[src/rtl/nios2arm_fifo.sv]
// nios2arm_fifo: show-ahead message FIFO carrying 32-bit words from the NIOS
// subsystem to the HPS PIOs. Pop and flush requests arrive as software-toggled
// PIO levels and are acted on at their rising edges only.
module nios2arm_fifo #(
  parameter int DATA_W     = 32,
  parameter int DEPTH_LOG2 = 4,
  parameter int OVF_W      = 8
) (
  input  logic                  clk,
  input  logic                  reset,
  input  logic [DATA_W-1:0]     nios_wr_data,
  input  logic                  nios_wr_en,
  output logic                  nios_full,
  output logic [DEPTH_LOG2:0]   nios_level,
  input  logic                  read_fifo,
  input  logic                  clearfifo,
  output logic [DATA_W-1:0]     fifo_data,
  output logic                  not_empty,
  output logic [OVF_W-1:0]      overflow_cnt
);

  localparam int DEPTH = 1 << DEPTH_LOG2;
  localparam logic [DEPTH_LOG2:0] COUNT_FULL = {1'b1, {DEPTH_LOG2{1'b0}}};
  localparam logic [DEPTH_LOG2:0] COUNT_ONE  = {{DEPTH_LOG2{1'b0}}, 1'b1};
  localparam logic [DEPTH_LOG2-1:0] PTR_ONE  = {{(DEPTH_LOG2-1){1'b0}}, 1'b1};
  localparam logic [OVF_W-1:0] OVF_MAX       = {OVF_W{1'b1}};
  localparam logic [OVF_W-1:0] OVF_ONE       = {{(OVF_W-1){1'b0}}, 1'b1};

  // Storage is deliberately left unreset; count_r alone decides validity.
  logic [DATA_W-1:0]     mem_r [DEPTH];
  logic [DEPTH_LOG2-1:0] wr_ptr_r;
  logic [DEPTH_LOG2-1:0] rd_ptr_r;
  logic [DEPTH_LOG2:0]   count_r;
  logic [OVF_W-1:0]      ovf_cnt_r;
  logic                  read_prev_r;
  logic                  clear_prev_r;

  logic                  full_s;
  logic                  empty_s;
  logic                  pop_req_s;
  logic                  clr_req_s;
  logic                  push_s;
  logic                  drop_s;

  // Request decode: edge detection plus push/drop qualification.
  always_comb begin
    full_s    = (count_r == COUNT_FULL);
    empty_s   = (count_r == {(DEPTH_LOG2+1){1'b0}});
    pop_req_s = read_fifo & ~read_prev_r & ~empty_s;
    clr_req_s = clearfifo & ~clear_prev_r;
    push_s    = nios_wr_en & (~full_s | pop_req_s);
    drop_s    = nios_wr_en & full_s & ~pop_req_s;
  end

  // Control state: pointers, occupancy, overflow counter and edge history.
  always_ff @(posedge clk) begin
    if (reset) begin
      wr_ptr_r     <= {DEPTH_LOG2{1'b0}};
      rd_ptr_r     <= {DEPTH_LOG2{1'b0}};
      count_r      <= {(DEPTH_LOG2+1){1'b0}};
      ovf_cnt_r    <= {OVF_W{1'b0}};
      // Start "high" so a level already asserted at release is not an edge.
      read_prev_r  <= 1'b1;
      clear_prev_r <= 1'b1;
    end else begin
      read_prev_r  <= read_fifo;
      clear_prev_r <= clearfifo;
      if (clr_req_s) begin
        // Flush wins over any coincident push or pop.
        wr_ptr_r  <= {DEPTH_LOG2{1'b0}};
        rd_ptr_r  <= {DEPTH_LOG2{1'b0}};
        count_r   <= {(DEPTH_LOG2+1){1'b0}};
        ovf_cnt_r <= {OVF_W{1'b0}};
      end else begin
        if (push_s) begin
          wr_ptr_r <= wr_ptr_r + PTR_ONE;
        end else begin
          wr_ptr_r <= wr_ptr_r;
        end
        if (pop_req_s) begin
          rd_ptr_r <= rd_ptr_r + PTR_ONE;
        end else begin
          rd_ptr_r <= rd_ptr_r;
        end
        case ({push_s, pop_req_s})
          2'b10:   count_r <= count_r + COUNT_ONE;
          2'b01:   count_r <= count_r - COUNT_ONE;
          default: count_r <= count_r;
        endcase
        if (drop_s && (ovf_cnt_r != OVF_MAX)) begin
          ovf_cnt_r <= ovf_cnt_r + OVF_ONE;
        end else begin
          ovf_cnt_r <= ovf_cnt_r;
        end
      end
    end
  end

  // Storage write port; a write coinciding with a flush or reset is discarded.
  always_ff @(posedge clk) begin
    if (push_s && !clr_req_s && !reset) begin
      mem_r[wr_ptr_r] <= nios_wr_data;
    end
  end

  // Outputs are decoded purely from registered state.
  always_comb begin
    nios_full    = full_s;
    nios_level   = count_r;
    not_empty    = ~empty_s;
    overflow_cnt = ovf_cnt_r;
    if (!empty_s) begin
      fifo_data = mem_r[rd_ptr_r];
    end else begin
      fifo_data = {DATA_W{1'b0}};
    end
  end

endmodule

[config.mk]
export PLATFORM = sky130hd
export DESIGN_NAME = nios2arm_fifo
export DESIGN_NICKNAME = d
export VERILOG_FILES = /design/src/rtl/nios2arm_fifo.sv
export SDC_FILE = /design/constraint.sdc
export NUM_CORES = 1
export LEC_CHECK = 0
export CAP_MARGIN = 5
export CELL_PAD_IN_SITES_DETAIL_PLACEMENT = 0
export CELL_PAD_IN_SITES_GLOBAL_PLACEMENT = 1
export CORE_MARGIN = 3
export CORE_UTILIZATION = 35
export DETAILED_ROUTE_END_ITERATION = 6
export PLACE_DENSITY = 0.6
export SLEW_MARGIN = 20
export SYNTH_ARGS = -nofsm -noshare
export SYNTH_HDL_FRONTEND = slang
export SYNTH_SLANG_ARGS = --single-unit
export TNS_END_PERCENT = 50
[constraint.sdc]
create_clock -name clk -period 6.5 [get_ports clk]
set_clock_uncertainty 0.2 [all_clocks]
set_input_delay 0.975 -clock clk [delete_from_list [all_inputs] [get_ports clk]]
set_output_delay 0.975 -clock clk [all_outputs]
set_load 0.05 [all_outputs]
==> impl_metrics.csv <==
group,metric,value,unit
logic_synthesis,synth.ff_latch_count,539,
floorplan,initial_utilization,0.357,
grt,grt_pass1_vias,10162,
logic_synthesis,ys_types,38,
clock_network,clockBufferDepth,3,
finish,multi_input_area,0.00474,mm^2
detailed_routing,drt_iter0_markers,731,
timing,maxSlewViolCount,0,
grt,grt_use_total,0.148,
clock_network,hold_buffers,0,
worst_setup_path,reg2regPathDepth,6,
place,pre_cts_ws,1.68,ns
clock_network,clock_latency,0.59,ns
detailed_routing,wl_per_cell,24.8,um
detailed_routing,drtPass1Iterations,5,
clock_network,clock-root-buffer,"clkbuf_16",
detailed_routing,wirelength_met1,20700,um
worst_setup_path,crit_required,5.32,ns
logic_synthesis,ys.warnings.count,0,
detailed_routing,vias_per_cell,5.14,
grt,grt_overflow,0,
floorplan,fp-row-count,88,
power_and_ir_drop,p_int,5.75,mW
place,place_congestion,0.727,
timing,fmax,194,MHz
clock_network,post_cts_resized,0,
grt,antenna_found_initial,2,
place,io_buffers,83,
finish,drive_gt1_frac,0.268,
timing,fin_crit_sh,0.794,
detailed_routing,route.met3.wl,1710,um
grt,grt_pass1_wl,68900,um
detailed_routing,wirelength,45800,um
finish,seq_area,0.0159,mm^2
power_and_ir_drop,p_leak,7.36,nW
power_and_ir_drop,seq_power_share,0.523,
power_and_ir_drop,netSwitchingPower,1.60,mW
worst_setup_path,reg2reg_slack,2.74,ns
power_and_ir_drop,swShare,0.217,
worst_setup_path,critPathArrivalTime,3.98,ns
clock_network,post_cts_buffers,0,
detailed_routing,wl_met2,22400,um
flow_run,drv_cap,0,
finish,fillers,4977,
power_and_ir_drop,pwr_density_cell,300,mW/mm^2
worst_setup_path,cp-start-kind,"flop",
power_and_ir_drop,p_comb_frac,0.064,
clock_network,cts_buffers,56,
logic_synthesis,syn_area_per_cell,22.8,um^2
logic_synthesis,yosysSeqAreaShare,0.765,
logic_synthesis,synth_edf_count,512,
detailed_routing,route.detailed.drc,0,
timing,rsz0062_at_grt,"false",
timing,tns,0,ns
min_path,min_from,"rd_ptr_r[3]$_SDFFE_PP0N_",
power_and_ir_drop,pwr-share-clk,0.413,
finish,syn2layout_area_growth,17.9,%
floorplan,core,0.0582,mm^2
finish,diodes,0,
clock_network,cts.clk_slew.worst_paths,0.06,ns
logic_synthesis,synth-main-ff-cell,"edfxtp_1",
worst_setup_path,crit_path_max_fanout,44,
timing,setup-violations-final,0,
finish,fin_nets,1084,
place,post-dp-hpwl,25400,um
clock_network,cts_tree,"built",
floorplan,die_h,250,um
clock_network,h-tree-depth,2,
power_and_ir_drop,ir_worst_vdd,188,uV
timing,worst_slew_margin_rel,0.300,
timing,worst_pin_slew,1.05,ns
grt,grt_max_degree,64,
detailed_routing,num_vias,9513,
outcome,outcome,"finished clean",
worst_setup_path,r2r-start,"nios_level[1]$_SDFFE_PP0P_",
logic_synthesis,synth_area,0.0208,mm^2
worst_setup_path,path_class,"flop to primary output",
power_and_ir_drop,p_total,7.35,mW
timing,setup_ws,1.34,ns
worst_setup_path,end_kind,"primary output",
detailed_routing,top_layer_used,"met4",
logic_synthesis,synth_fp_nets,959,
timing,fin_crit,5.16,ns
floorplan,io_pins,84,
floorplan,fp.dieArea,0.0624,mm^2
detailed_routing,antenna_left,0,
min_path,hold_depth,2,
worst_setup_path,rr_endpoint,"mem_r[7][15]$_DFFE_PP_",
logic_synthesis,synth-async-reset-ratio,0,
clock_network,clock_sinks,539,
floorplan,dieWidth,250,um
timing,hold_viol_final,0,
logic_synthesis,syn_inst,914,
min_path,hold_class,"flop to flop",
## cell families (layout without fill, tap and decap cells)
group / Yosys count / in the layout / synth area share
and+or+nand+nor: 115 / 115 / 0.0291
adders and majority gates: 8 / 8 / 0.00481
buffers and inverters: 52 / 223 / 0.0129
AOI/OAI and AO/OA: 20 / 20 / 0.00590
DFF: 539 / 539 / 0.765
muxes: 165 / 165 / 0.176
xor gates and xnor gates: 15 / 15 / 0.00632
## cell type report
cell class	count	share of cell area
flip-flops and latches	539	0.650
clock inverters	21	0.00658
inverters	7	0.00107
multi-input cells	323	0.193
clock buffers	83	0.0642
well taps	765	0.0390
repair buffers	112	0.0461
## state kept, by name, summed over array words and instances, names as in the netlist, named ones only
name,cells
rd_ptr_r,4
mem_r,512
nios_level,5
clear_prev_r,1
overflow_cnt,8
read_prev_r,1
wr_ptr_r,4
## per-layer routing
layer  up-vias  track usage
li1       4085            -
met3        67       0.0237
met2       185        0.239
met4         0       0.0431
met5         -            0
met1      5176        0.209
## worst max-delay path by stage
stage	from	endpoint	cells past startpoint	slack, ns
3_3_place_gp	nios_wr_en	mem_r[14][30]$_DFFE_PP_	7	1.78
4_1_cts	flop	fifo_data[23]	5	1.19
5_1_grt	flop	fifo_data[23]	5	1.08
2_1_floorplan	nios_wr_en	mem_r[0][0]$_DFFE_PP_	6	1.62
6_report	flop	fifo_data[27]	5	1.34
3_5_place_dp	nios_wr_en	mem_r[14][30]$_DFFE_PP_	7	1.68
## Yosys cell counts, types with 2 or more instances
cell type,number,area [um^2]
dfxtp_1,27,541
nor3_1,7,35.0
buf_1,5,18.8
a21oi_1,6,30.0
nor3b_1,2,15.0
buf_6,4,45.0
or3_1,2,12.5
nor2b_1,2,12.5
or2_2,3,18.8
nor4_1,2,12.5
ha_1,8,100
nand3_1,5,25.0
nor2_1,36,135
and4_1,2,17.5
mux2i_1,5,50.1
nand4_1,2,12.5
buf_2,5,25.0
edfxtp_1,512,15400
nand2_1,15,56.3
clkbuf_1,21,78.8
o21ai_0,5,25.0
buf_4,10,75.1
mux4_2,160,3600
inv_1,7,26.3
and2_1,32,200
nand2b_1,3,18.8
xor2_1,5,43.8
xnor2_1,10,87.6
o22ai_1,2,12.5
## cells in the final DEF (no fill, tap or decap), drive strengths merged, types with 3 or more instances in the layout
cell	n
inv	8
nand2	15
nor3	7
buf	29
mux2i	5
nor4	3
nor2	36
nand2b	3
clkdlybuf4s50	83
edfxtp	512
nand3	5
dfxtp	27
and2	32
clkinv	16
clkbuf	83
xnor2	10
ha	8
mux4	160
or2	3
xor2	5
a21oi	6
o21ai	6
## metrics by stage
stage               hold slack [ns]   util  cell area (um^2)  cells
finish                        0.294  0.421             24500   1850
global route                  0.320  0.421             24500   1850
CTS                           0.301  0.420             24500   1849
detailed placement            0.290  0.390             22700   1745
global placement              0.276  0.390             22700   1745
floorplan                     0.259      -             20800    914
## power groups by stage
stage	Combinational [mW]	Clock [mW]	Sequential, mW
2_1_floorplan	0.286	0	3.92
3_3_place_gp	0.475	0	3.92
3_5_place_dp	0.477	0	3.92
4_1_cts	0.479	3.12	3.85
5_1_grt	0.500	3.26	3.85
6_report	0.468	3.04	3.85
## critical path, stage by stage, from the launching register on
cell and delay, ns:
dfxtp_4 0.97, buf_4 0.42, mux4_2 0.57, mux4_2 0.48
and2_1 0.17, clkdlybuf4s50_1 0.70
Power figures use the tool's default switching activity.
